File: config.mk
export PLATFORM = sky130hd
export DESIGN_NAME = tinyrv1_proc
export DESIGN_NICKNAME = d
export VERILOG_FILES = /design/src/rtl/tinyrv1_proc.sv
export SDC_FILE = /design/constraint.sdc
export NUM_CORES = 2
export LEC_CHECK = 0
export BUFFER_PORTS_ARGS = -buffer_cell sky130_fd_sc_hd__buf_2
export CAP_MARGIN = 25
export CORE_ASPECT_RATIO = 0.6
export CORE_MARGIN = 5
export CORE_UTILIZATION = 30
export DETAILED_ROUTE_END_ITERATION = 7
export GPL_ROUTABILITY_DRIVEN = 0
export PLACE_DENSITY = 0.49
export SYNTH_ARGS = -nofsm -noshare
export SYNTH_HDL_FRONTEND = slang
export SYNTH_SLANG_ARGS = --single-unit
File: constraint.sdc
create_clock -name clk -period 16.5 [get_ports clk]
set_input_delay 0 -clock clk [delete_from_list [all_inputs] [get_ports clk]]
set_output_delay 0 -clock clk [all_outputs]
set_load 0.05 [all_outputs]
File: src/rtl/tinyrv1_proc.sv
// ---------------------------------------------------------------------------
// tinyrv1_proc
// Five-stage (F, D, X, M, W) pipelined TinyRV1 core. Supports add, addi, mul,
// lw, sw, jal, jr, bne, csrr and csrw with full bypassing, a one-cycle
// load-use stall, jal resolved in D and bne/jr resolved in X.
//
// Ports
//   clk, rst              rising-edge clock, synchronous active-low reset
//   imemreq_*/imemresp_*  instruction fetch port (combinational response)
//   dmemreq_*/dmemresp_*  data port driven from M (combinational response)
//   in0..in2              system inputs readable as CSR 0xFC2..0xFC4
//   out0..out2            system outputs writable as CSR 0x7C2..0x7C4
//   trace_*               F-stage PC/instruction, W writeback value, D stall
// ---------------------------------------------------------------------------
module tinyrv1_proc (
    input  logic        clk,
    input  logic        rst,
    output logic        imemreq_val,
    output logic [31:0] imemreq_addr,
    input  logic [31:0] imemresp_data,
    output logic        dmemreq_val,
    output logic        dmemreq_type,
    output logic [31:0] dmemreq_addr,
    output logic [31:0] dmemreq_wdata,
    input  logic [31:0] dmemresp_rdata,
    input  logic [31:0] in0,
    input  logic [31:0] in1,
    input  logic [31:0] in2,
    output logic [31:0] out0,
    output logic [31:0] out1,
    output logic [31:0] out2,
    output logic [31:0] trace_addr,
    output logic [31:0] trace_inst,
    output logic [31:0] trace_data,
    output logic        trace_stall
);

    typedef enum logic [1:0] {SEL_SUM, SEL_MUL, SEL_CSR} resultSel_e;

    // Pipeline state
    logic [31:0] r_pcF, r_pcD, r_instD;
    logic        r_valD, r_valX, r_valM, r_valW;
    logic [4:0]  r_rdX, r_rdM, r_rdW;
    logic        r_wenX, r_wenM, r_wenW;
    resultSel_e  r_selX;
    logic        r_isLwX, r_isSwX, r_isBneX, r_isJrX, r_isCsrwX;
    logic        r_isLwM, r_isSwM, r_isCsrwM, r_isCsrwW;
    logic [1:0]  r_csrIdxX, r_csrIdxM, r_csrIdxW;
    logic [31:0] r_op1X, r_op2X, r_storeX, r_brTargetX;
    logic [31:0] r_resultM, r_storeM, r_resultW;
    logic [31:0] r_out0, r_out1, r_out2;
    logic [31:0] r_rf [0:31];

    // Decode fields of the D-stage instruction
    logic [6:0]  w_opcode, w_funct7;
    logic [2:0]  w_funct3;
    logic [4:0]  w_rs1, w_rs2, w_rd;
    logic [11:0] w_csr;
    logic [31:0] w_immI, w_immS, w_immB, w_immJ;
    logic        w_isAluR, w_isAdd, w_isMul, w_isAddi, w_isLw, w_isSw;
    logic        w_isJal, w_isJr, w_isBne, w_isCsrr, w_isCsrw;
    logic        w_usesRs1, w_usesRs2, w_wenD, w_csrOk;
    logic [1:0]  w_csrIdxD;
    logic [31:0] w_rs1Val, w_rs2Val, w_op1D, w_op2D;
    resultSel_e  w_selD;
    logic [31:0] w_sum, w_prod, w_csrVal, w_resultX, w_resultM, w_targetX, w_pcNext;
    logic        w_takenX, w_jalD, w_stall;

    assign w_opcode = r_instD[6:0];
    assign w_rd     = r_instD[11:7];
    assign w_funct3 = r_instD[14:12];
    assign w_rs1    = r_instD[19:15];
    assign w_rs2    = r_instD[24:20];
    assign w_funct7 = r_instD[31:25];
    assign w_csr    = r_instD[31:20];
    assign w_immI   = {{20{r_instD[31]}}, r_instD[31:20]};
    assign w_immS   = {{20{r_instD[31]}}, r_instD[31:25], r_instD[11:7]};
    assign w_immB   = {{19{r_instD[31]}}, r_instD[31], r_instD[7], r_instD[30:25], r_instD[11:8], 1'b0};
    assign w_immJ   = {{11{r_instD[31]}}, r_instD[31], r_instD[19:12], r_instD[20], r_instD[30:21], 1'b0};

    assign w_isAluR = (w_opcode == 7'b0110011) && (w_funct3 == 3'b000);
    assign w_isAdd  = w_isAluR && (w_funct7 == 7'b0000000);
    assign w_isMul  = w_isAluR && (w_funct7 == 7'b0000001);
    assign w_isAddi = (w_opcode == 7'b0010011) && (w_funct3 == 3'b000);
    assign w_isLw   = (w_opcode == 7'b0000011) && (w_funct3 == 3'b010);
    assign w_isSw   = (w_opcode == 7'b0100011) && (w_funct3 == 3'b010);
    assign w_isJal  = (w_opcode == 7'b1101111);
    assign w_isJr   = (w_opcode == 7'b1100111) && (w_funct3 == 3'b000);
    assign w_isBne  = (w_opcode == 7'b1100011) && (w_funct3 == 3'b001);
    assign w_isCsrr = (w_opcode == 7'b1110011) && (w_funct3 == 3'b010) && (w_csr[11:4] == 8'hFC) && w_csrOk;
    assign w_isCsrw = (w_opcode == 7'b1110011) && (w_funct3 == 3'b001) && (w_csr[11:4] == 8'h7C) && w_csrOk;

    assign w_usesRs1 = w_isAdd | w_isMul | w_isAddi | w_isLw | w_isSw | w_isJr | w_isBne | w_isCsrw;
    assign w_usesRs2 = w_isAdd | w_isMul | w_isSw | w_isBne;
    assign w_wenD    = (w_isAdd | w_isMul | w_isAddi | w_isLw | w_isJal | w_isCsrr) && (w_rd != 5'd0);

    // Only CSR numbers ending in 2, 3 or 4 map onto the three in/out ports
    always_comb begin
        w_csrOk   = 1'b1;
        w_csrIdxD = 2'd0;
        case (w_csr[3:0])
            4'h2:    w_csrIdxD = 2'd0;
            4'h3:    w_csrIdxD = 2'd1;
            4'h4:    w_csrIdxD = 2'd2;
            default: w_csrOk   = 1'b0;
        endcase
    end

    // Operand bypass: youngest producer wins (X, then M, then W, then the
    // register file). A load in X gives a bogus value here, but that case
    // always raises the stall so the value is never captured.
    always_comb begin
        w_rs1Val = r_rf[w_rs1];
        w_rs2Val = r_rf[w_rs2];
        if (r_valW && r_wenW && (r_rdW == w_rs1)) w_rs1Val = r_resultW;
        if (r_valM && r_wenM && (r_rdM == w_rs1)) w_rs1Val = w_resultM;
        if (r_valX && r_wenX && (r_rdX == w_rs1)) w_rs1Val = w_resultX;
        if (r_valW && r_wenW && (r_rdW == w_rs2)) w_rs2Val = r_resultW;
        if (r_valM && r_wenM && (r_rdM == w_rs2)) w_rs2Val = w_resultM;
        if (r_valX && r_wenX && (r_rdX == w_rs2)) w_rs2Val = w_resultX;
        if (w_rs1 == 5'd0) w_rs1Val = 32'd0;
        if (w_rs2 == 5'd0) w_rs2Val = 32'd0;
    end

    // Build the X operands. jal rides the adder as (PC+4)+0 to produce its
    // link value; csrw rides it as rs1+0 so the write value reaches W.
    always_comb begin
        w_op1D = w_isJal ? (r_pcD + 32'd4) : w_rs1Val;
        w_op2D = 32'd0;
        if (w_isAddi || w_isLw)                  w_op2D = w_immI;
        else if (w_isSw)                         w_op2D = w_immS;
        else if (w_isAdd || w_isMul || w_isBne)  w_op2D = w_rs2Val;
        w_selD = SEL_SUM;
        if (w_isMul)       w_selD = SEL_MUL;
        else if (w_isCsrr) w_selD = SEL_CSR;
    end

    // Execute stage: adder, low multiply product and the CSR input sample
    always_comb begin
        w_sum  = r_op1X + r_op2X;
        w_prod = r_op1X * r_op2X;
        case (r_csrIdxX)
            2'd0:    w_csrVal = in0;
            2'd1:    w_csrVal = in1;
            default: w_csrVal = in2;
        endcase
        case (r_selX)
            SEL_MUL: w_resultX = w_prod;
            SEL_CSR: w_resultX = w_csrVal;
            default: w_resultX = w_sum;
        endcase
        w_targetX = r_isJrX ? {r_op1X[31:1], 1'b0} : r_brTargetX;
    end

    assign w_resultM = r_isLwM ? dmemresp_rdata : r_resultM;
    assign w_takenX  = r_valX && ((r_isBneX && (r_op1X != r_op2X)) || r_isJrX);
    assign w_jalD    = r_valD && w_isJal && !w_takenX;
    assign w_stall   = r_valD && r_valX && r_isLwX && r_wenX && !w_takenX &&
                       ((w_usesRs1 && (w_rs1 == r_rdX)) || (w_usesRs2 && (w_rs2 == r_rdX)));

    // Next PC priority: X redirect beats the D-stage jal, which beats a stall
    always_comb begin
        w_pcNext = r_pcF + 32'd4;
        if (w_takenX)     w_pcNext = w_targetX;
        else if (w_jalD)  w_pcNext = r_pcD + w_immJ;
        else if (w_stall) w_pcNext = r_pcF;
    end

    // Control state: PC, stage valid bits and the output CSRs. Reset turns
    // every stage into a bubble so nothing in flight can commit.
    always_ff @(posedge clk) begin
        if (!rst) begin
            r_pcF  <= 32'd0;
            r_valD <= 1'b0;
            r_valX <= 1'b0;
            r_valM <= 1'b0;
            r_valW <= 1'b0;
            r_out0 <= 32'd0;
            r_out1 <= 32'd0;
            r_out2 <= 32'd0;
        end else begin
            r_pcF <= w_pcNext;
            if (w_takenX || w_jalD) r_valD <= 1'b0;
            else if (!w_stall)      r_valD <= 1'b1;
            r_valX <= r_valD && !w_takenX && !w_stall;
            r_valM <= r_valX;
            r_valW <= r_valM;
            if (r_valW && r_isCsrwW) begin
                case (r_csrIdxW)
                    2'd0:    r_out0 <= r_resultW;
                    2'd1:    r_out1 <= r_resultW;
                    default: r_out2 <= r_resultW;
                endcase
            end
        end
    end

    // Datapath registers carry no reset; the valid bits above qualify them
    always_ff @(posedge clk) begin
        if (!w_stall) begin
            r_pcD   <= r_pcF;
            r_instD <= imemresp_data;
        end
        r_rdX       <= w_rd;
        r_wenX      <= w_wenD;
        r_selX      <= w_selD;
        r_isLwX     <= w_isLw;
        r_isSwX     <= w_isSw;
        r_isBneX    <= w_isBne;
        r_isJrX     <= w_isJr;
        r_isCsrwX   <= w_isCsrw;
        r_csrIdxX   <= w_csrIdxD;
        r_op1X      <= w_op1D;
        r_op2X      <= w_op2D;
        r_storeX    <= w_rs2Val;
        r_brTargetX <= r_pcD + w_immB;
        r_rdM       <= r_rdX;
        r_wenM      <= r_wenX;
        r_isLwM     <= r_isLwX;
        r_isSwM     <= r_isSwX;
        r_isCsrwM   <= r_isCsrwX;
        r_csrIdxM   <= r_csrIdxX;
        r_resultM   <= w_resultX;
        r_storeM    <= r_storeX;
        r_rdW       <= r_rdM;
        r_wenW      <= r_wenM;
        r_isCsrwW   <= r_isCsrwM;
        r_csrIdxW   <= r_csrIdxM;
        r_resultW   <= w_resultM;
        if (rst && r_valW && r_wenW) r_rf[r_rdW] <= r_resultW;
    end

    assign imemreq_val   = rst;
    assign imemreq_addr  = r_pcF;
    assign dmemreq_val   = rst && r_valM && (r_isLwM || r_isSwM);
    assign dmemreq_type  = r_isSwM;
    assign dmemreq_addr  = r_resultM;
    assign dmemreq_wdata = r_storeM;
    assign out0          = r_out0;
    assign out1          = r_out1;
    assign out2          = r_out2;
    assign trace_addr    = r_pcF;
    assign trace_inst    = imemresp_data;
    assign trace_data    = r_resultW;
    assign trace_stall   = w_stall;

endmodule

==> run_results.csv <==
group,metric,value,unit
run_status,outcome,"finished, final reports clean",
global_routing,grt_max_degree,87,
synthesis,synthXorXnorAreaFrac,2.40,%
drt,remaining_drc_errors,0,
cts,cts_made_buffers,154,
timing,max_freq,111,MHz
synthesis,ys_top_cells_by_count,"edfxtp_1, nand2_1, mux4_2",
power,switching_power,0.00255,W
timing,worst_pin_slew,1.29,ns
synthesis,synth_top_family_by_area,"multiplexers",
cts,cts-resized-gates,0,
global_routing,track_usage,22.8,%
drt,ant_nets,0,
floorplan,initial_core_util,30.1,%
floorplan,die_height,425,um
synthesis,synth_top_area_cell,"edfxtp_1",
power,seqPwrFrac,47.7,%
timing,slew_headroom,13.4,%
cts,cts.clk_slew.worst_paths,0.07,ns
worst_hold_path,hold_class,"input port to register",
cells_and_area,drive_gt1_share,23.4,%
worst_setup_path,critPathMostFrequentCell,"fa_1",
timing,period_minus_slack,9.03,ns
timing,rsz0062_at_grt,"no",
drt,drt-total-wl,349,mm
synthesis,synth_adder_area_share,12.5,%
cts,htree_levels,4,
cells_and_area,syn_to_final_growth,15.1,%
synthesis,ys_warn_count,0,
global_routing,grt_pass1_vias,59600,
drt,drt_first_pass_iters,6,
power,powerDensity,91.4,mW/mm^2
synthesis,synth_seq_cells,1489,
worst_setup_path,critPathKind,"register to register",
synthesis,yosysTopAreaCellShare,38.0,%
timing,timing.hold.ws,0.0550,ns
synthesis,synthCells,6422,
worst_setup_path,critPathLaunchType,"register",
cells_and_area,final_nets,7629,
synthesis,synthDistinctLibCells,87,
floorplan,rows,152,
global_routing,antenna_found_initial,30,
synthesis,syn_nets,7196,
cts,cts.sinks,1489,
run,drv_cap,0,
global_routing,grt_pass1_wl,480,mm
timing,hold_viol,0,
cts,cts_tree,"yes",
worst_setup_path,worstPathRequired,17.21,ns
synthesis,synthSimpleGateAreaFrac,8.35,%
power,p_int,0.00651,W
synthesis,synth_area,0.0861,mm^2
power,power_frac_clock,38.8,%
floorplan,die-area,0.298,mm^2
timing,fin_crit_sh,54.7,%
synthesis,synth_mux_area_share,18.7,%
cts,clk_path_buf_depth,4,
cts,clockRootBuffer,"clkbuf_16",
cells_and_area,fill_cells,27700,
floorplan,ios,454,
synthesis,synthArstFlopShare,0,%
power,leakage,36.7,nW
place,port_buffers,453,
synthesis,yosysMostFrequentCell,"edfxtp_1",
drt,vias_per_cell,5.59,
worst_setup_path,path_buf_inv,2,
cts,ctsHoldBuffers,99,
timing,drv_slew,0,
synthesis,seq_area_frac_synth,47.3,%
power,max-vdd-ir-drop,73.7,uV
place,dp_cells,10400,
worst_setup_path,crit_path_cell_trace,"and2_1 -> fa_1 -> inv_1 -> fa_1 -> fa_1 -> fa_1 -> inv_1 -> fa_1 -> fa_1 -> fa_1 -> fa_1 -> ha_1 -> a21oi_1 -> o21ai_0 -> a2111oi_0 -> a211o_1 -> a21oi_1 -> a31oi_1 -> xnor2_1 -> o211ai_1 -> a21oi_1 -> o32ai_1",
worst_setup_path,slowest_delay,1.13,ns
drt,num_vias,60500,
cts,clock_latency,0.82,ns
worst_setup_path,path_delay_family,"adder cells",
power,swShare,28.1,%
floorplan,die_x,701,um
worst_setup_path,crit_fanout,15,
worst_setup_path,crit_path_top_delay_cell,"dfxtp_1",
power,combPwrFrac,13.5,%
worst_setup_path,end_kind,"register",
synthesis,synth.avg_cell_area,13.4,um^2
synthesis,synth-edff-count,1088,
timing,tns,0,ns
place,dp_hpwl,242,mm
synthesis,ys.flop_type,"edfxtp_1",
drt,wl_per_cell,32.3,um
floorplan,core-area,0.286,mm^2
timing,fin_worst_skew,0.0642,ns
global_routing,grt_overflow,0,
timing,finalSetupViolCount,0,
drt,drtIter0Drc,8744,
cells_and_area,final_cells,10800,
cts,cts_setup_buffers,0,
worst_setup_path,worst_ep_arrival_time,9.74,ns
synthesis,synth_area_leaders,"edfxtp_1, mux4_2, fa_1, dfxtp_1, ha_1",
synthesis,synth_compound_area_share,6.31,%
metrics by stage:
step | total power (W) | utilization [%] | cell area (um^2) | setup WS, ns
floorplan | 0.00496 | - | 86100 | 9.51
global placement | 0.00554 | 32.5 | 92800 | 7.85
detailed placement | 0.00556 | 32.5 | 92900 | 7.80
CTS | 0.00906 | 34.6 | 98800 | 7.80
global route | 0.00929 | 34.6 | 99000 | 7.20
finish | 0.00905 | 34.6 | 99000 | 7.47
cells by family (layout without fill, tap and decap cells):
group / count (synthesis) / in the layout
other cells: 0 / 7
simple gates: 1523 / 1523
compound gates: 827 / 827
buf+inv: 932 / 1477
mux: 805 / 805
fa+ha+maj: 612 / 612
xor+xnor: 234 / 234
flops: 1489 / 1489
registers in the layout, summed over array words and instances, names as in the netlist, 5 cells and up, named ones only:
signal         flops
r_op1X            32
trace_data        32
r_pcD             32
r_op2X            32
r_rdM              5
r_instD           32
out1              32
out0              32
r_storeX          32
r_brTargetX       32
imemreq_addr      32
r_rdX              5
r_rf            1024
dmemreq_addr      32
dmemreq_wdata     32
out2              32
r_rdW              5
final timing paths:
kind                           from                end  slack, ns  depth (start not counted)
setup / recovery         r_op1X[19]         r_op1X[31]       7.47                         22
hold / removal    imemresp_data[22]           register       0.06                          4
hold reg to reg        r_storeX[26]  dmemreq_wdata[26]       0.32                          0
setup reg to reg         r_op1X[19]         r_op1X[31]       7.47                         22
power by group through the flow:
| stage | combinational [W] | sequential (W) | clock, W |
|---|---|---|---|
| global route | 0.00125 | 0.00432 | 0.00372 |
| global placement | 0.00111 | 0.00443 | 0 |
| finish | 0.00122 | 0.00432 | 0.00352 |
| detailed placement | 0.00115 | 0.00440 | 0 |
| CTS | 0.00118 | 0.00432 | 0.00357 |
| floorplan | 0.000501 | 0.00446 | 0 |
placed cells by master, fill, tap and decap left out, drive strengths merged, types with 99 or more instances in the layout:
master       netlist  routed
buf              165     649
dlygate4sd3        0      99
xor2              99      99
and2             321     321
clkbuf           307     202
o21ai            170     170
nand2            643     643
mux2i            151     151
mux4             640     640
a21oi            199     199
dfxtp            401     401
inv              460     463
edfxtp          1088    1088
a21boi           106     106
fa               411     411
nor2             267     267
xnor2            134     134
ha               201     201
layer usage:
metal,wire length (um),part of all wire [%],up-vias,track usage [%]
li1,-,-,24400,-
met1,158000,45,31800,35.1
met2,133000,38,3901,29.4
met3,47400,14,451,8.45
met4,10200,2.9,4,5.96
met5,345,0.099,-,0.790
layout make-up:
type | instances | area [um^2] | area share [%]
Antenna cell | 7 | 17.5 | 0.0177
Clock buffer | 201 | 4210 | 4.25
Clock inverter | 67 | 643 | 0.649
Inverter | 460 | 1730 | 1.74
Multi-Input combinational cell | 4001 | 41800 | 42.2
Sequential cell | 1489 | 40800 | 41.2
Tap cell | 3850 | 4820 | 4.86
Timing Repair Buffer | 749 | 5030 | 5.07
worst reg2reg max path: cells and delay by family (launching register included):
family	cells	cell delay, ns
AO/OA/AOI/OAI	9	2.89
buffers and inverters	2	0.13
XOR/XNOR	1	0.14
flip-flops	1	1.13
adder cells (fa/ha/maj)	9	4.33
AND/OR/NAND/NOR	1	0.31
(Power assumes the default switching activity.)
